**src/rtl/bus_fifo_reader.sv**
```systemverilog
// Read-side buffer for the flip-flop register bus: an 8-deep circular store
// with first-word-fall-through delivery over valid/ready and q/qbar data outputs.
module bus_fifo_reader #(
   parameter int WIDTH = 4,
   parameter int DEPTH = 8,
   parameter int AW    = 3
) (
   input  logic             clk,
   input  logic             reset,
   input  logic             flush,
   input  logic             wr_en,
   input  logic [WIDTH-1:0] wr_data,
   input  logic             rd_ready,
   output logic             rd_valid,
   output logic [WIDTH-1:0] rd_data,
   output logic [WIDTH-1:0] rd_data_bar,
   output logic             full,
   output logic             empty,
   output logic [AW:0]      count,
   output logic             overflow
);

   logic [WIDTH-1:0] mem [DEPTH];

   logic [AW-1:0] wr_ptr_reg, wr_ptr_next;
   logic [AW-1:0] rd_ptr_reg, rd_ptr_next;
   logic [AW:0]   count_reg, count_next;
   logic          overflow_reg, overflow_next;
   logic          push, pop;
   logic [WIDTH-1:0] head_word;

   // Status is derived from the occupancy count, never from pointer equality.
   assign full     = (count_reg == (AW+1)'(DEPTH));
   assign empty    = (count_reg == '0);
   assign rd_valid = ~empty;
   assign count    = count_reg;
   assign overflow = overflow_reg;

   assign pop  = rd_ready & rd_valid;
   assign push = wr_en & (~full | pop);

   always_comb begin
      wr_ptr_next   = wr_ptr_reg;
      rd_ptr_next   = rd_ptr_reg;
      count_next    = count_reg;
      overflow_next = overflow_reg;
      if (flush) begin
         wr_ptr_next   = '0;
         rd_ptr_next   = '0;
         count_next    = '0;
         overflow_next = 1'b0;
      end else begin
         if (push) wr_ptr_next = wr_ptr_reg + 1'b1;
         if (pop)  rd_ptr_next = rd_ptr_reg + 1'b1;
         count_next = count_reg + (AW+1)'(push) - (AW+1)'(pop);
         if (wr_en && !push) overflow_next = 1'b1;
      end
   end

   always_ff @(posedge clk or negedge reset) begin
      if (!reset) begin
         wr_ptr_reg   <= '0;
         rd_ptr_reg   <= '0;
         count_reg    <= '0;
         overflow_reg <= 1'b0;
      end else begin
         wr_ptr_reg   <= wr_ptr_next;
         rd_ptr_reg   <= rd_ptr_next;
         count_reg    <= count_next;
         overflow_reg <= overflow_next;
      end
   end

   // Storage is deliberately left out of reset; outputs are masked until valid.
   always_ff @(posedge clk) begin
      if (push && !flush) mem[wr_ptr_reg] <= wr_data;
   end

   assign head_word = mem[rd_ptr_reg];

   generate
      for (genvar gi = 0; gi < WIDTH; gi++) begin : g_out
         assign rd_data[gi]     = rd_valid & head_word[gi];
         assign rd_data_bar[gi] = ~rd_data[gi];
      end
   endgenerate

endmodule

```
**config.mk**
```make
export PLATFORM = sky130hd
export DESIGN_NAME = bus_fifo_reader
export DESIGN_NICKNAME = d
export VERILOG_FILES = /design/src/rtl/bus_fifo_reader.sv
export SDC_FILE = /design/constraint.sdc
export NUM_CORES = 1
export LEC_CHECK = 0
export CORE_MARGIN = 2
export CORE_UTILIZATION = 49
export DETAILED_ROUTE_END_ITERATION = 8
export PLACE_DENSITY = 0.76
export RECOVER_POWER = 100
export SYNTH_ARGS = -nofsm -noshare
export SYNTH_HDL_FRONTEND = slang
export SYNTH_SLANG_ARGS = --single-unit
```
**constraint.sdc**
```tcl
create_clock -name clk -period 2.3 [get_ports clk]
set_input_delay 0.345 -clock clk [delete_from_list [all_inputs] [get_ports clk]]
set_output_delay 0.345 -clock clk [all_outputs]
set_load 0.1 [all_outputs]
```
---- Word level (Yosys, flattened, before mapping) ----
Memories as Yosys holds them, arrays and structs flattened.
Index checks and enable logic that the tools add are counted.
storage, ports and cells
  bits in registers ....................... 11
  latch bits .............................. 0
  memory bits (writable) .................. 32
  ROM bits ................................ 0
  input port bits ......................... 9
  word-level logic and storage cells ...... 40
  memories kept ........................... 1
memory list
  memory  depth  width  rd ports  clocked after memory_dff  write ports  RTL line  RTL
  mem     8      4      1         0                         1            23        logic [WIDTH-1:0] mem [DEPTH];
cells by class
  add/subtract/negate cells ............... 4
  multipliers ............................. 0
  div/mod/pow operators ................... 0
  magnitude comparators ................... 0
  eq/ne operators ......................... 1
  shift operators ......................... 0
  muxes and demuxes ....................... 9
  bitwise gates (word level) .............. 13
  reductions and logical operators ........ 8
operator list
  cell                                                           number
  3-bit two-way mux                                              4
  3-bit by 1-bit adder with 3-bit output, second input constant  2
  1-bit AND                                                      6
  1-bit NOT                                                      6
  2-bit nonzero test                                             3
  4-bit by 1-bit adder with 4-bit output                         1
  4-bit == test, second input constant                           1
  4-bit zero test                                                1
  1-bit two-way mux                                              4
  4-bit two-way mux                                              1
  4-bit by 1-bit subtractor with 4-bit output                    1
  1-bit logical AND                                              2
  1-bit zero test                                                2
  1-bit bitwise OR                                               1

---- Depth between registers and ports, before layout ----
Gate-level depths: netlist of run 1.
  depth in word-level cells ............... 9
  depth in mapped cells ................... 11

---- Worst setup path after synthesis of run 1 ----
Ideal clock, no wire load.
  kind .................................... register to output
  start ................................... register count_reg[2] (netlist: count[2])
  end ..................................... output port rd_data_bar[0]
  arrival time ............................ 4426 ps
  data required time ...................... 1955 ps
  path slack .............................. -2471 ps
  stages on the path, launching flop included .. 8
  buffers on the path ..................... 1
  cells stage by stage .................... dfrtp_1 -> inv_1 -> ha_1 -> or3b_1 -> clkbuf_1 -> inv_2 -> nor2_1 -> a22oi_1
on the way
  word-level cells in the longest chain between the ends .. 4
ends and longest elaborated chain
  item                      RTL line  RTL
  start: declaration        27        logic [AW:0] count_reg, count_next;
  start signal: assignment  69        count_reg <= count_next;
  4-bit zero test           34        assign empty = (count_reg == '0);
  1-bit NOT                 35        assign rd_valid = ~empty;
  net rd_valid              14        output logic rd_valid,
  1-bit AND                 83        assign rd_data[gi] = rd_valid & head_word[gi];
  1-bit NOT                 84        assign rd_data_bar[gi] = ~rd_data[gi];
  end: declaration          16        output logic [WIDTH-1:0] rd_data_bar,
The timed path passes the listed nets, and every way through them passes these cells.

---- Worst setup path in the final report of run 1 ----
  start ................................... register count_reg[3] (netlist: count[3])
  end ..................................... output port rd_data_bar[0]
on the way
  word-level cells in the longest chain between the ends .. 4
ends and longest elaborated chain
  item             RTL line
  4-bit zero test  34
  1-bit NOT        35
  1-bit AND        83
  1-bit NOT        84
No other way between the ends.

==> results.md, run 1 <==
* DR DRC count at 0
* Drt wl/cell at 18.5 microns
* Global route overflow at 0
* Critical setup path kind: reg2out
* # port buffers at 24
* Antenna diode count at 0
* Reg clk slew, reported paths at 0.08 ns
* Latest clock arrival within the worst-skew pair at 0.30 ns
* Total Wirelength at 4350 microns
* First-pass GRT wire length at between 6000 and 7000 microns
* Seq/Total Area, Yosys at 62.4%
* Setup_tns at -1.06 ns
* Initial Util at 50.3%
* Initial antenna violation count at 0
* DIE AREA at approximately 4600 sq um
* Synth unique cells at 34
* Final Slew Violations at 0
* DP HPWL at between 2000 and 3000 microns
* Die X at 67.6 microns
* Final Net Count at about 200
* Clock tree root driver cell: clkbuf_8
* Setup crit end kind: primary output
* Via count at 1,360
* WP data arrival at roughly 2.1 ns
* WP data required at slightly below 2 ns
* DR vias/cell at between 5 and 6
* Final hold viol count at 0
* Cells after Synth at 137
* Crit-path max FO at 8
* Failing checks: negative setup slack
* Vias in the first global route at about 1,400
* Worst slew margin at between 20 and 25%
* Max Freq at 411 MHz
* Largest net degree at the start of global routing at 18
* RSZ-0062 raised after global routing: yes
* Max FFs per register at 32
* FF-to-FF Start: count[2]
* Post-route setup slack at -0.135 ns
* CTS max path bufs at 2
* Flops & latches, synth at 43
* Worst-case reg-to-reg path depth at 10
* Syn-to-layout area delta at 40.5%
* Routability Congestion at 0.779
* 1st-iter DRT viols at 38
* Status: finished with violations
* CTS tree: done
* Synthesis warning total at 0
* Number of H-tree levels at 2
* Layout filler cell count at 243
* Worst setup SP type: register
* Final setup viols at 11
* Syn Nets at roughly 150
* Antenna-violating nets left at 0
* Fraction of layout cells with a size suffix above 1 at 47.0%
* Die Height at 67.6 microns
* Avg Cell Area, Syn at between 10 and 15 sq um
* Total GRT Usage at 21.8%
* Core footprint at 3940 sq um
* Final min period at 2.43 ns
* Final period util at 106%
* Hold Crit Class: in2async
* Actual slew at the worst max-slew pin at 1.16 ns
* Clock Sinks at 43
* Cell Area, Synth at approximately 2000 sq um
* Row count at 23
* R2r endpoint: count[3]
* I/O Pins at 25
* Drt pass-1 iters at 4
* Max-Cap Viols at 0
* Flop-to-flop setup slack at -0.03 ns
* Clk_skew at about 0.008 ns
* Num CTS Buffers at 5
## metal layers
| layer | routed length, microns | track usage [%] | vias to the layer above |
|---|---|---|---|
| met4 | 106 | 13.5 | 0 |
| met3 | 188 | 4.17 | 9 |
| li1 | - | - | 619 |
| met2 | 2320 | 37.1 | 34 |
| met1 | 1740 | 25.3 | 698 |
| met5 | 0 | 0 | - |
## cell families after synthesis
logic type               share of synthesized area (%)
adder cells (fa/ha/maj)                           5.43
flip-flops                                        62.4
AO/OA/AOI/OAI                                     8.14
multiplexers                                      10.7
buffers and inverters                             2.65
AND/OR/NAND/NOR                                   10.2
XOR/XNOR                                         0.442
## synthesized netlist by cell type
master     number  area, sq um
o21ai_1         1         5.00
or4b_1          1         10.0
or3b_1          2         17.5
nor2b_1         5         31.3
buf_2           3         15.0
nand2b_1        4         25.0
nand2_1         1         3.75
nor2_1         11         41.3
inv_1           5         18.8
a21o_1          1         7.51
nand3_1         3         15.0
a21oi_1         3         15.0
o31ai_1         1         7.51
o211ai_1        2         15.0
fa_1            1         20.0
o21ai_0         6         30.0
and2_0          1         6.26
or3_1           3         18.8
o21a_1          1         7.51
nor3_1          4         20.0
inv_2           1         3.75
clkbuf_1        4         15.0
a22oi_1         4         30.0
o2111ai_1       1         8.76
mux2_2          2         22.5
mux2i_1         1         10.0
ha_1            7         87.6
dfrtp_1        11          275
nand3b_1        1         7.51
a22o_1          4         35.0
mux4_2          8          180
nor4_1          1         6.26
edfxtp_1       32          961
xnor2_1         1         8.76
## stage by stage
step / hold slack, ns / utilization [%] / setup slack [ns] / instance area (sq um) / std cells
3_5_place_dp: 0.491 / 65.6 / -0.137 / 2590 / 226
4_1_cts: 0.398 / 69.7 / -0.239 / 2750 / 235
3_3_place_gp: 0.498 / 65.6 / -0.0322 / 2590 / 226
5_1_grt: 0.488 / 70.6 / -0.204 / 2790 / 235
2_1_floorplan: 0.0494 / - / -0.723 / 2080 / 137
6_report: 0.454 / 70.6 / -0.135 / 2790 / 235
## layout make-up
type / count / area [sq um] / share of cell area [%]
clock buffers: 5 / 68.8 / 2.47
clock inverters: 3 / 43.8 / 1.57
inverters: 6 / 43.8 / 1.57
multi-input cells: 81 / 808 / 29.0
flip-flops and latches: 43 / 1250 / 44.8
well taps: 50 / 62.6 / 2.25
repair buffers: 47 / 510 / 18.3
## how the worst max path moves through the flow
| stage | startpoint | to | cells after the start |
|---|---|---|---|
| floorplan | count[3] | rd_data_bar[1] | 7 |
| global placement | count[2] | count[3] | 10 |
| detailed placement | count[3] | mem[0][1] | 6 |
| CTS | count[3] | rd_data_bar[2] | 7 |
| global route | count[2] | rd_data_bar[0] | 8 |
| finish | count[3] | rd_data_bar[0] | 8 |
## placed cells by master, fill, tap and decap left out, drive strengths merged, types with 5 or more instances in the layout
master and n:
dlygate4sd3 5, dfrtp 11, edfxtp 32, mux4 8, nor2b 5, inv 5
clkbuf 7, o21ai 7, buf 37, nor2 11, ha 7
## worst max-delay path, cell delays in order (launching register included)
cell	delay, ns
dfrtp_4	0.50
inv_4	0.07
ha_4	0.12
or3b_4	0.43
inv_12	0.07
buf_6	0.09
nor2_4	0.06
a22oi_2	0.22
buf_12	0.21
## repair_timing
item | 4_1_cts | 5_1_grt
endpoints found under the setup margin | 23 | 33
pin swaps | 4 | 10
hold buffers | 0 | 0
gates resized for setup | 13 | 12
buffers inserted | 2 | 1
Power of run 1 is not shown: default switching activity piles up to over one toggle a cycle in this logic, so the estimate is an artifact.
==> run 2, diff against run 1 <==
CORE_MARGIN = not set   (was 2)
SLEW_MARGIN = 20   (was not set)
==> run 2 against run 1 <==
The flow still finishes with violations (negative setup slack). Setup slack gained 0.031 ns. Final cell count shrank 1.7%. Critical path depth is the same. Critical endpoint is now rd_data[2]. Global-route usage grew 0.28 points. Final area shrank 3.8%.
==> results.md, run 2 (same netlist as run 1, synthesis figures left out) <==
* Crit-path cells: inv_4 -> ha_4 -> or3b_4 -> inv_12 -> buf_8 -> nor2_4 -> a22o_2 -> buf_12
* First-pass GRT wire length at 6910 microns (+1.3%)
* # port buffers at 24 (unchanged)
* WP data required at 1.96 ns (about the same)
* DR vias/cell at 5.67 (-2.1%)
* Total GRT Usage at 22.1% (+0.28 points)
* Fraction of layout cells with a size suffix above 1 at 39.3% (-7.7 points)
* CP Capture Point: rd_data[2]
* Initial Util at 52.6% (+2.3 points)
* Syn-to-layout area delta at 35.2%
* Drt wl/cell at 17.3 microns (-6.8%)
* Initial antenna violation count at 0 (unchanged)
* Reg clk slew, reported paths at 0.08 ns (about the same)
* Drt pass-1 iters at 4 (unchanged)
* Max Freq at 416 MHz (+1.3%)
* Die Height at 65.6 microns (-3.0%)
* FF-to-FF Start: count[2]
* Final period util at 105% (-1.3 points)
* Top cell family by delay on the critical path: simple AND/OR/NAND/NOR gates
* Crit-path max FO at 8 (unchanged)
* DIE AREA at 4300 sq um (-5.8%)
* Largest net degree at the start of global routing at 14 (-4)
* Final min period at 2.40 ns (-0.0308 ns)
* Worst-case reg-to-reg path depth at 10 (unchanged)
* DR DRC count at 0 (unchanged)
* Storage element area at 1250 sq um (unchanged)
* Final Slew Violations at 0 (unchanged)
* Slowest-stage cell, CP: dfrtp_4
* Row count at 22 (-4.3%)
* Clock tree root driver cell: clkbuf_8
* Final Util at 71.0% (+0.39 points)
* Actual slew at the worst max-slew pin at 1.19 ns (+0.0233 ns)
* RSZ-0062 raised after global routing: yes
* Vias in the first global route at 1,411 (+0.21%)
* CTS max path bufs at 2 (unchanged)
* Num CTS Buffers at 5 (unchanged)
* Met1 wire length at 1730 microns (-0.58%)
* Routed wl met2 at 2140 microns (-7.6%)
* Post-route setup slack at -0.104 ns (+0.0308 ns)
* CTS tree: done
* DR top layer: met4
* Final instance area at 2680 sq um (-3.8%)
* WP buf/inv at 4 (unchanged)
* Slowest stage delay, CP at 0.49 ns (about the same)
* Final Net Count at 199 (-1.0%)
* WP data arrival at 2.06 ns (-0.03 ns)
* CP startpoint: count[2]
* R2r endpoint: count[3]
* Die X at 65.6 microns (-3.0%)
* Multi-input gate area at 753 sq um (-6.8%)
* Status: finished with violations
* Latest clock arrival within the worst-skew pair at 0.28 ns (-0.02 ns)
* Setup crit end kind: primary output
* Commonest non-fill, non-tap cell in the layout: edfxtp_1
* 1st-iter DRT viols at 69 (+82%)
* Flop-to-flop setup slack at -0.08 ns (-0.05 ns)
* Final setup viols at 11 (unchanged)
* Dpl cell area at 2560 sq um (-0.97%)
* Antenna diode count at 0 (unchanged)
* Metal3 WL at 96 microns (-49%)
* Worst setup SP type: register
* Worst path depth at 8 (unchanged)
* Global route overflow at 0 (unchanged)
* Number of H-tree levels at 2 (unchanged)
* Core footprint at 3770 sq um (-4.3%)
* Max-Cap Viols at 0 (unchanged)
* Routability Congestion at 0.764 (-1.8%)
* Final hold viol count at 0 (unchanged)
* Commonest cells after routing, fill and taps aside: 32 x edfxtp_1, 19 x buf_4, 11 x buf_12, 10 x nor2_1, 8 x mux4_2
* Antenna-violating nets left at 0 (unchanged)
* Clock Sinks at 43 (unchanged)
* Max FFs per register at 32 (unchanged)
* I/O Pins at 25 (unchanged)
* Worst slew margin at 21.3% (-1.5 points)
* Critical setup path kind: reg2out
* Layout filler cell count at 232 (-4.5%)
* Via count at 1,309 (-3.8%)
* Hold Crit Class: in2async
* Total Wirelength at 3990 microns (-8.4%)
* Clk_skew at 0.00570 ns (-0.00212 ns)
* DP HPWL at 3010 microns (+1.1%)
* Failing checks: negative setup slack
* Hold_buf cts at 0 (unchanged)
run 2: per-stage QoR:
stage | setup TNS (ns) | cells | hold slack, ns | setup slack [ns]
detailed placement | -0.245 | 221 | 0.487 | -0.0912
floorplan | -5.72 | 137 | 0.0494 | -0.723
global placement | -0.0421 | 221 | 0.498 | -0.0299
CTS | -0.927 | 230 | 0.423 | -0.131
finish | -0.919 | 231 | 0.490 | -0.104
global route | -2.30 | 231 | 0.531 | -0.163
run 2: final cells by class:
| type | count | area share, % |
|---|---|---|
| Sequential cell | 43 | 46.6 |
| Multi-Input combinational cell | 81 | 28.1 |
| Timing Repair Buffer | 45 | 18.0 |
| Clock buffer | 7 | 3.22 |
| Tap cell | 48 | 2.24 |
| Inverter | 6 | 1.63 |
| Clock inverter | 1 | 0.187 |
run 2: worst min path at each step:
stage / end / slack [ns] / cells after the start
after floorplan: count[0] / 0.05 / 0
after global placement: overflow / 0.50 / 2
after detailed placement: overflow / 0.49 / 2
after CTS: rd_ptr_reg[2] / 0.42 / 1
after global routing: overflow / 0.53 / 2
final: wr_ptr_reg[0] / 0.49 / 1
run 2: timing repair:
action                     4_1_cts  5_1_grt
setup endpoints to repair       11       31
setup buffers                    2        1
gates resized for setup         10        2
pin swaps                        4        4
run 2: layer usage:
layer / global-route usage [%] / up-vias
met1: 27.1 / 670
met2: 40.3 / 27
met5: 0 / -
met3: 4.86 / 2
met4: 3.53 / 0
li1: - / 610
run 2: worst register-to-register path, stage by stage, from the launching register on:
cell     delay (ns)
dfrtp_4        0.49
inv_4          0.07
ha_4           0.11
or3b_4         0.44
inv_12         0.08
or3_1          0.13
o21ai_1        0.09
ha_2           0.19
a21o_1         0.17
a21oi_1        0.15
mux2_2         0.34
Power of run 2 is left out for the same reason.
==> run 3, diff against run 2 <==
GPL_TIMING_DRIVEN = 0   (was not set)
RECOVER_POWER = not set   (was 100)
==> run 3 against run 2 <==
The flow still finishes with violations (negative setup slack). Die area unchanged. Clock-buffer cell count decreased by 1. Critical path depth unchanged. Setup slack got worse by 0.045 ns. Clock skew increased by 0.0020 ns. Non-clock buffer count decreased by 9. Sequential share of layout area about the same. Maximum frequency decreased by 1.8%. Final area decreased by 0.19%. Routed wire length increased by 4.2%. Via count increased by 1.4%. Final cell count decreased by 3.9%.
==> results.md, run 3 (same netlist as run 1, synthesis figures left out) <==
* Status: finished with violations
* Failing checks: negative setup slack
* Drt wl/cell at 18.7 microns (+8.5%)
* Total GRT Usage at 22.2% (+0.080 points)
* Commonest non-fill, non-tap cell in the layout: edfxtp_1
* Vias in the first global route at 1,294 (-8.3%)
* Actual slew at the worst max-slew pin at 0.975 ns (-0.211 ns)
* Placed cells at 209 (-5.4%)
* Syn-to-layout area delta at 34.9%
* Final period util at 106% (+2.0 points)
* Core footprint at 3770 sq um (unchanged)
* Slowest-stage cell, CP: dfrtp_4
* Slowest stage delay, CP at 0.49 ns (about the same)
* Flop-to-flop setup slack at -0.12 ns (-0.04 ns)
* DR DRC count at 0 (unchanged)
* Row count at 22 (unchanged)
* Worst setup SP type: register
* Max FFs per register at 32 (unchanged)
* CTS tree: done
* WP data arrival at 2.10 ns (+0.04 ns)
* DP HPWL at 2960 microns (-1.6%)
* Global route overflow at 0 (unchanged)
* Antenna-violating nets left at 0 (unchanged)
* Final min period at 2.45 ns (+0.0452 ns)
* Initial antenna violation count at 0 (unchanged)
* Reg clk slew, reported paths at 0.08 ns (about the same)
* Latest clock arrival within the worst-skew pair at 0.30 ns (+0.02 ns)
* Hold Crit Class: in2async
* RSZ-0062 raised after global routing: yes
* CTS max path bufs at 2 (unchanged)
* DIE AREA at 4300 sq um (unchanged)
* Clock Sinks at 43 (unchanged)
* Post-Layout Cell Count at 222 (-3.9%)
* Post-route setup slack at -0.149 ns (-0.0452 ns)
* Crit-path cells: inv_4 -> ha_4 -> or3b_4 -> buf_12 -> inv_12 -> nor2_4 -> a22oi_2 -> buf_12
* Max Freq at 408 MHz (-1.8%)
* Final hold viol count at 0 (unchanged)
* DR vias/cell at 5.98 (+5.5%)
* Final Net Count at 190 (-4.5%)
* Die X at 65.6 microns (unchanged)
* Worst slack, placed at -0.973 ns (-0.882 ns)
* Num CTS Buffers at 5 (unchanged)
* Total Wirelength at 4160 microns (+4.2%)
* # port buffers at 24 (unchanged)
* Commonest cells after routing, fill and taps aside: 32 x edfxtp_1, 12 x clkdlybuf4s50_1, 10 x nor2_1, 8 x mux4_2
* Drt pass-1 iters at 4 (unchanged)
* Clock tree root driver cell: clkbuf_8
* Die Height at 65.6 microns (unchanged)
* First-pass GRT wire length at 6710 microns (-2.9%)
* Critical setup path kind: reg2out
* Routability Congestion at 0.766 (+0.21%)
* Via count at 1,327 (+1.4%)
* Final Slew Violations at 0 (unchanged)
* Initial Util at 52.6% (unchanged)
* I/O Pins at 25 (unchanged)
* Number of H-tree levels at 2 (unchanged)
* Cell repeated most along the worst path: buf_12
* Largest net degree at the start of global routing at 14 (unchanged)
* Fraction of layout cells with a size suffix above 1 at 40.8% (+1.5 points)
* Max-Cap Viols at 0 (unchanged)
* Worst slew margin at 34.8% (+13 points)
* 1st-iter DRT viols at 73 (+5.8%)
* Clk_skew at 0.00768 ns (+0.00198 ns)
* WP data required at 1.96 ns (about the same)
* Final setup viols at 11 (unchanged)
* Crit-path max FO at 8 (unchanged)
* Antenna diode count at 0 (unchanged)
* Setup crit end kind: primary output
==> run 3: changes by cell type in the layout (fill, tap and decap cells not counted), sizes merged <==
cell and delta:
dlygate4sd3 -5, clkbuf -2, buf -13, dlymetal6s2s +1, clkinvlp +1, clkdlybuf4s50 +9
==> run 3: layout make-up <==
class                      count  area, sq um
tap                           48         60.1
buffer                         5         30.0
inverter                       6         43.8
fill                         223         1100
clock buffer                   6         72.6
sequential                    43         1250
timing repair buffer          31          367
clock inverter                 2         12.5
multi-input combinational     81          842
==> run 3: final timing paths <==
| kind | from | end | cells past startpoint |
|---|---|---|---|
| worst max register to register | count[3] | count[1] | 10 |
| min in group clk | overflow | overflow | 2 |
| worst min register to register | overflow | overflow | 2 |
| worst min-delay path | reset | count[2] | 1 |
| worst max-delay path | count[3] | rd_data_bar[1] | 8 |
| max in group asynchronous | reset | count[3] | 1 |
==> run 3: per-layer routing <==
metal | vias up | global-route usage (%) | routed length [microns]
met5 | - | 0 | 0
met4 | 0 | 7.61 | 99
met3 | 11 | 5.73 | 183
met2 | 54 | 36.9 | 2180
met1 | 667 | 28.1 | 1690
li1 | 595 | - | -
==> run 3: metrics by stage <==
step / area, sq um / TNS (ns) / util [%] / hold slack, ns
2_1_floorplan: 2080 / -5.72 / - / 0.0494
3_3_place_gp: 2380 / -11.80 / 63.0 / 0.471
3_5_place_dp: 2380 / -14.46 / 63.0 / 0.490
4_1_cts: 2570 / -2.22 / 68.3 / 0.402
5_1_grt: 2670 / -2.15 / 70.9 / 0.429
6_report: 2670 / -1.29 / 70.9 / 0.398
==> run 3: timing repair <==
item | 4_1_cts | 5_1_grt
setup buffers | 5 | 2
gates resized for setup | 92 | 21
hold buffers | 0 | 0
endpoints found under the setup margin | 18 | 29
pin swaps | 7 | 7
==> run 3: worst max-delay path, delay by kind of cell, from the launching register on <==
family / cells / cell delay [ns]
fa+ha+maj: 1 / 0.12
buf+inv: 4 / 0.48
compound gates: 1 / 0.22
flops: 1 / 0.49
simple gates: 2 / 0.48
Power of run 3 is left out for the same reason.
==> RTL edit 1, RTL diff (flow settings as in run 1) <==
Change the parameter `DEPTH` from 8 to 16.
--- a/src/rtl/bus_fifo_reader.sv
+++ b/src/rtl/bus_fifo_reader.sv
@@ -2,7 +2,7 @@
 // with first-word-fall-through delivery over valid/ready and q/qbar data outputs.
 module bus_fifo_reader #(
    parameter int WIDTH = 4,
-   parameter int DEPTH = 8,
+   parameter int DEPTH = 16,
    parameter int AW    = 3
 ) (
    input  logic             clk,
Behaviour: not the same (a bounded check fails within 4 cycles, from zero or initial values and one cycle with reset low).
==> RTL edit 1 against run 1 <==
The flow still finishes with violations (setup timing); first-iteration DRC count rose by 150%; core utilization fell by 2.1 points; area after synthesis rose by 2.0%; sequential share of layout area rose by 0.96 points; routed wire length fell by 3.8%; final area fell by 2.2%; sequential cell count did not move; setup slack improved by 0.035 ns; clock skew barely moved; worst hold slack improved by 0.0028 ns.
Power is not shown: default switching activity piles up to over one toggle a cycle in this logic, so the estimate is an artifact.
==> RTL edit 1: results (changes against run 1) <==
metric;value;unit;change
vias per inst;5.48;;-5.4%
synthesized-area fraction occupied by adder cells;5.33;%;-0.10 points
GRT Util Overall;20.8;%;-1.0 points
Area contributors post-synth;edfxtp_1 (48%), dfrtp_1 (14%), mux2i_1 (7.9%);;
setup violators final;12;;+1
most frequent cells after synthesis;edfxtp_1 (32), mux2i_1 (16), dfrtp_1 (11);;
delay-heaviest family, CP;adder cells;;
first-pass GRT wire length;6780;um;-0.62%
Slowest-stage cell, CP;dfrtp_4;;
share of cells above drive strength 1;32.2;%;-15 points
Crit path largest cell delay;0.49;ns;
failing checks;setup timing;;
layout net count;218;;+8.5%
Ys Warns;0;;unchanged
PortBufs;24;;unchanged
antenna cell count;0;;unchanged
vias in the first global route;1402;;-0.43%
Placement Setup Slack;-0.175;ns;-0.0387 ns
Layout Skew;0.00784;ns;+0.0000234 ns
Num CTS Buffers;5;;unchanged
Worst Path Arrival;2.59;ns;+0.50 ns
Post-Place Cells;238;;+5.3%
outcome;finished with violations;;
WL per Instance;16.6;um;-10%
drt total wl;4190;um;-3.8%
xor/xnor share of the synthesized area;0.433;%;-0.0085 points
TritonRoute pass-1 iters;4;;unchanged
ys flop type;edfxtp_1;;
setup slack after layout;-0.0994;ns;+0.0353 ns
slew margin rel.;22.6;%;-0.25 points
gpl congestion;0.837;;+7.4%
post-synthesis cell type count;35;;+2.9%
drt first-iter violations;94;;+150%
reg2reg path depth;11;;+1
Crit Path Max Fanout;4;;-4
Fill cells;263;;+8.2%
CTS max path bufs;2;;unchanged
sequential share of the synthesized area;61.2;%;-1.2 points
mux share of post-synthesis cell area;9.04;%;-1.7 points
placed inst area;2550;um2;-1.5%
largest net degree at the start of global routing;19;;+1
Synth Area in Compound Gates;4.71;%;-3.4 points
initial antenna violation count;0;;unchanged
Syn Nets;175;;+14%
Syn Inst Count;158;;+15%
hpwl dp;3130;um;+5.2%
## RTL edit 1: changes by cell type in the layout (fill, tap and decap cells not counted), sizes merged, moves of 5 or more
cell    before  now
mux4         8    0
buf         37   30
nand2        1   10
a21oi        3   10
clkbuf       7   12
mux2i        1   16
## RTL edit 1: cell families (layout without fill, tap and decap cells)
group | after synthesis | in the layout
multiplexers | 18 | 18
XOR/XNOR | 1 | 1
AND/OR/NAND/NOR | 53 | 53
adder cells (fa/ha/maj) | 8 | 8
buffers and inverters | 18 | 62
flip-flops | 43 | 43
AO/OA/AOI/OAI | 17 | 17
## RTL edit 1: path summary, 6_finish.rpt
check	start	end	slack (ns)
setup / recovery	count[3]	count[3]	-0.1
hold / removal	reset	count[3]	0.46
setup reg to reg	count[3]	count[3]	-0.1
hold reg to reg	overflow	overflow	0.52
max in group asynchronous	reset	count[2]	1.45
min in group clk	overflow	overflow	0.52
## RTL edit 1: worst register-to-register path: stages, from the launching register on
cell and delay [ns]:
dfrtp_4 0.49, inv_4 0.07, ha_4 0.12, or3b_4 0.43, inv_8 0.08, nor2_4 0.04, ha_4 0.26, inv_2 0.04
ha_4 0.15, a21o_1 0.16, a21oi_2 0.15, mux2_4 0.31
## RTL edit 1: final cells by class
type                    instances  area [um2]  area share (%)
flip-flops and latches         43        1250            45.8
clock buffers                   5        68.8            2.53
repair buffers                 45         485            17.8
inverters                       9        46.3            1.70
clock inverters                 3        15.0           0.551
multi-input cells              97         800            29.4
well taps                      50        62.6            2.30
## RTL edit 1: metrics by stage
stage / setup TNS, ns / utilization, %
6_report: -0.456 / 68.6
5_1_grt: -1.32 / 68.6
4_1_cts: -0.541 / 68.6
3_5_place_dp: -0.308 / 64.2
3_3_place_gp: -0.0669 / 64.2
2_1_floorplan: -4.75 / -
## RTL edit 1: routing by layer
layer	global-route usage [%]	share of wire, %
met5	0	0
met4	8.25	1.9
met3	5.10	4.1
met2	35.8	53
met1	25.0	41
## RTL edit 1: timing repair
| action | in CTS | in global routing |
|---|---|---|
| pin swaps | 8 | 4 |
| buffers inserted | 3 | 3 |
| endpoints found under the setup margin | 11 | 13 |
| gates resized for setup | 15 | 3 |
==> RTL edit 2, RTL diff (config.mk and constraints of run 1) <==
Made on the original files. Reset style: synchronous (`reset`), changed in one clocked block.
--- a/src/rtl/bus_fifo_reader.sv
+++ b/src/rtl/bus_fifo_reader.sv
@@ -57,7 +57,7 @@
       end
    end
 
-   always_ff @(posedge clk or negedge reset) begin
+   always_ff @(posedge clk) begin
       if (!reset) begin
          wr_ptr_reg   <= '0;
          rd_ptr_reg   <= '0;
Formal check against the unedited RTL: differs if reset is asserted again (counterexample within 4 cycles, from zero or initial values and one cycle with reset low); with reset held inactive, the same outputs for 10 cycles.
==> RTL edit 2 against run 1 <==
The run still ends with setup timing left; final area fell by 0.63%; highest routed layer unchanged; sequential cell count rose by 3; via count fell by 1.2%; setup slack improved by 0.082 ns; non-clock buffer count fell by 4; die area rose by 2.8%; core utilization fell by 1.5 points; area after synthesis rose by 3.0%; routed wire length fell by 5.0%.
==> RTL edit 2: results (changes against run 1) <==
metric;value;unit;change
Finished Layout Cells;239;;+1.7%
outcome;finished with violations;;
Layout Skew;0.00828;ns;+0.000463 ns
number of non-clock inverters in the layout;9;;+3
multi-input combinational area share;29.8;%;+0.77 points
ClkCell Share;3.98;%;-0.065 points
setup violators final;8;;-3
Buffers, non-clock;43;;-8.5%
placed inst area;2580;um2;-0.24%
Fill cells;272;;+12%
sequential cell area;1250;um2;+0.40%
setup slack after layout;-0.0528;ns;+0.0819 ns
clkbuf count;6;;+1
min-delay worst type;flip-flop to flip-flop;;
Crit path largest cell delay;0.43;ns;-0.07 ns
most frequent cells after synthesis;edfxtp_1 (32), dfxtp_1 (14), nand2_1 (9);;
xor/xnor share of the synthesized area;0.429;%;-0.013 points
flop-to-flop setup slack;0.03;ns;+0.06 ns
synthesized-area fraction occupied by adder cells;5.27;%;-0.16 points
grt met1 use;23.2;%;-2.2 points
sequential share of the synthesized area;60.8;%;-1.6 points
GRT Util Overall;19.3;%;-2.6 points
layout net count;205;;+2.0%
first-pass GRT wire length;6350;um;-6.9%
Syn Nets;160;;+3.9%
Multi-Input Combinational;83;;+2.5%
delay-heaviest family, CP;simple AND/OR/NAND/NOR gates;;
Slowest-stage cell, CP;or3b_4;;
Area contributors post-synth;edfxtp_1 (47%), dfxtp_1 (14%), mux4_1 (7.7%);;
post-synthesis cell type count;40;;+18%
Synth Register Bits;46;;+7.0%
met2 Use GR;32.9;%;-4.2 points
vias per inst;5.62;;-2.8%
Placement Setup Slack;-0.0242;ns;+0.113 ns
gpl congestion;0.717;;-7.9%
TNS Setup;-0.339;ns;+0.719 ns
failing checks;setup timing;;
vias in the first global route;1273;;-9.6%
post_cts resized;6;;-7
RR Startpoint;count[2];;
share of cells above drive strength 1;37.0;%;-10 points
largest net degree at the start of global routing;15;;-3
Async SR Flop Fraction;0;%;-26 points
Syn Inst Count;143;;+4.4%
critical register-to-register path endpoint;count[1];;
signal buffers share of area;17.0;%;-1.4 points
drt first-iter violations;46;;+21%
-- RTL edit 2: cells by family (layout without fill, tap and decap cells) --
family	count (synthesis)	count (layout)
AO/OA/AOI/OAI	26	26
multiplexers	11	11
buffers and inverters	14	60
AND/OR/NAND/NOR	37	37
adder cells (fa/ha/maj)	8	8
flip-flops	46	46
XOR/XNOR	1	1
-- RTL edit 2: how the worst max path moves through the flow --
stage             start        endpoint  slack, ns  cells past startpoint
2_1_floorplan  count[3]  rd_data_bar[1]      -0.55                      6
3_3_place_gp   rd_ready        count[1]       0.07                      8
3_5_place_dp   rd_ready        count[1]      -0.02                      8
4_1_cts        count[2]      rd_data[3]      -0.07                      7
5_1_grt        count[2]  rd_data_bar[2]      -0.10                      7
6_report       count[2]      rd_data[3]      -0.05                      7
-- RTL edit 2: per-layer routing --
layer	vias to the layer above	share of wire [%]
met5	-	0
li1	639	-
met4	0	1.9
met2	45	54
met1	650	40
met3	10	5.0
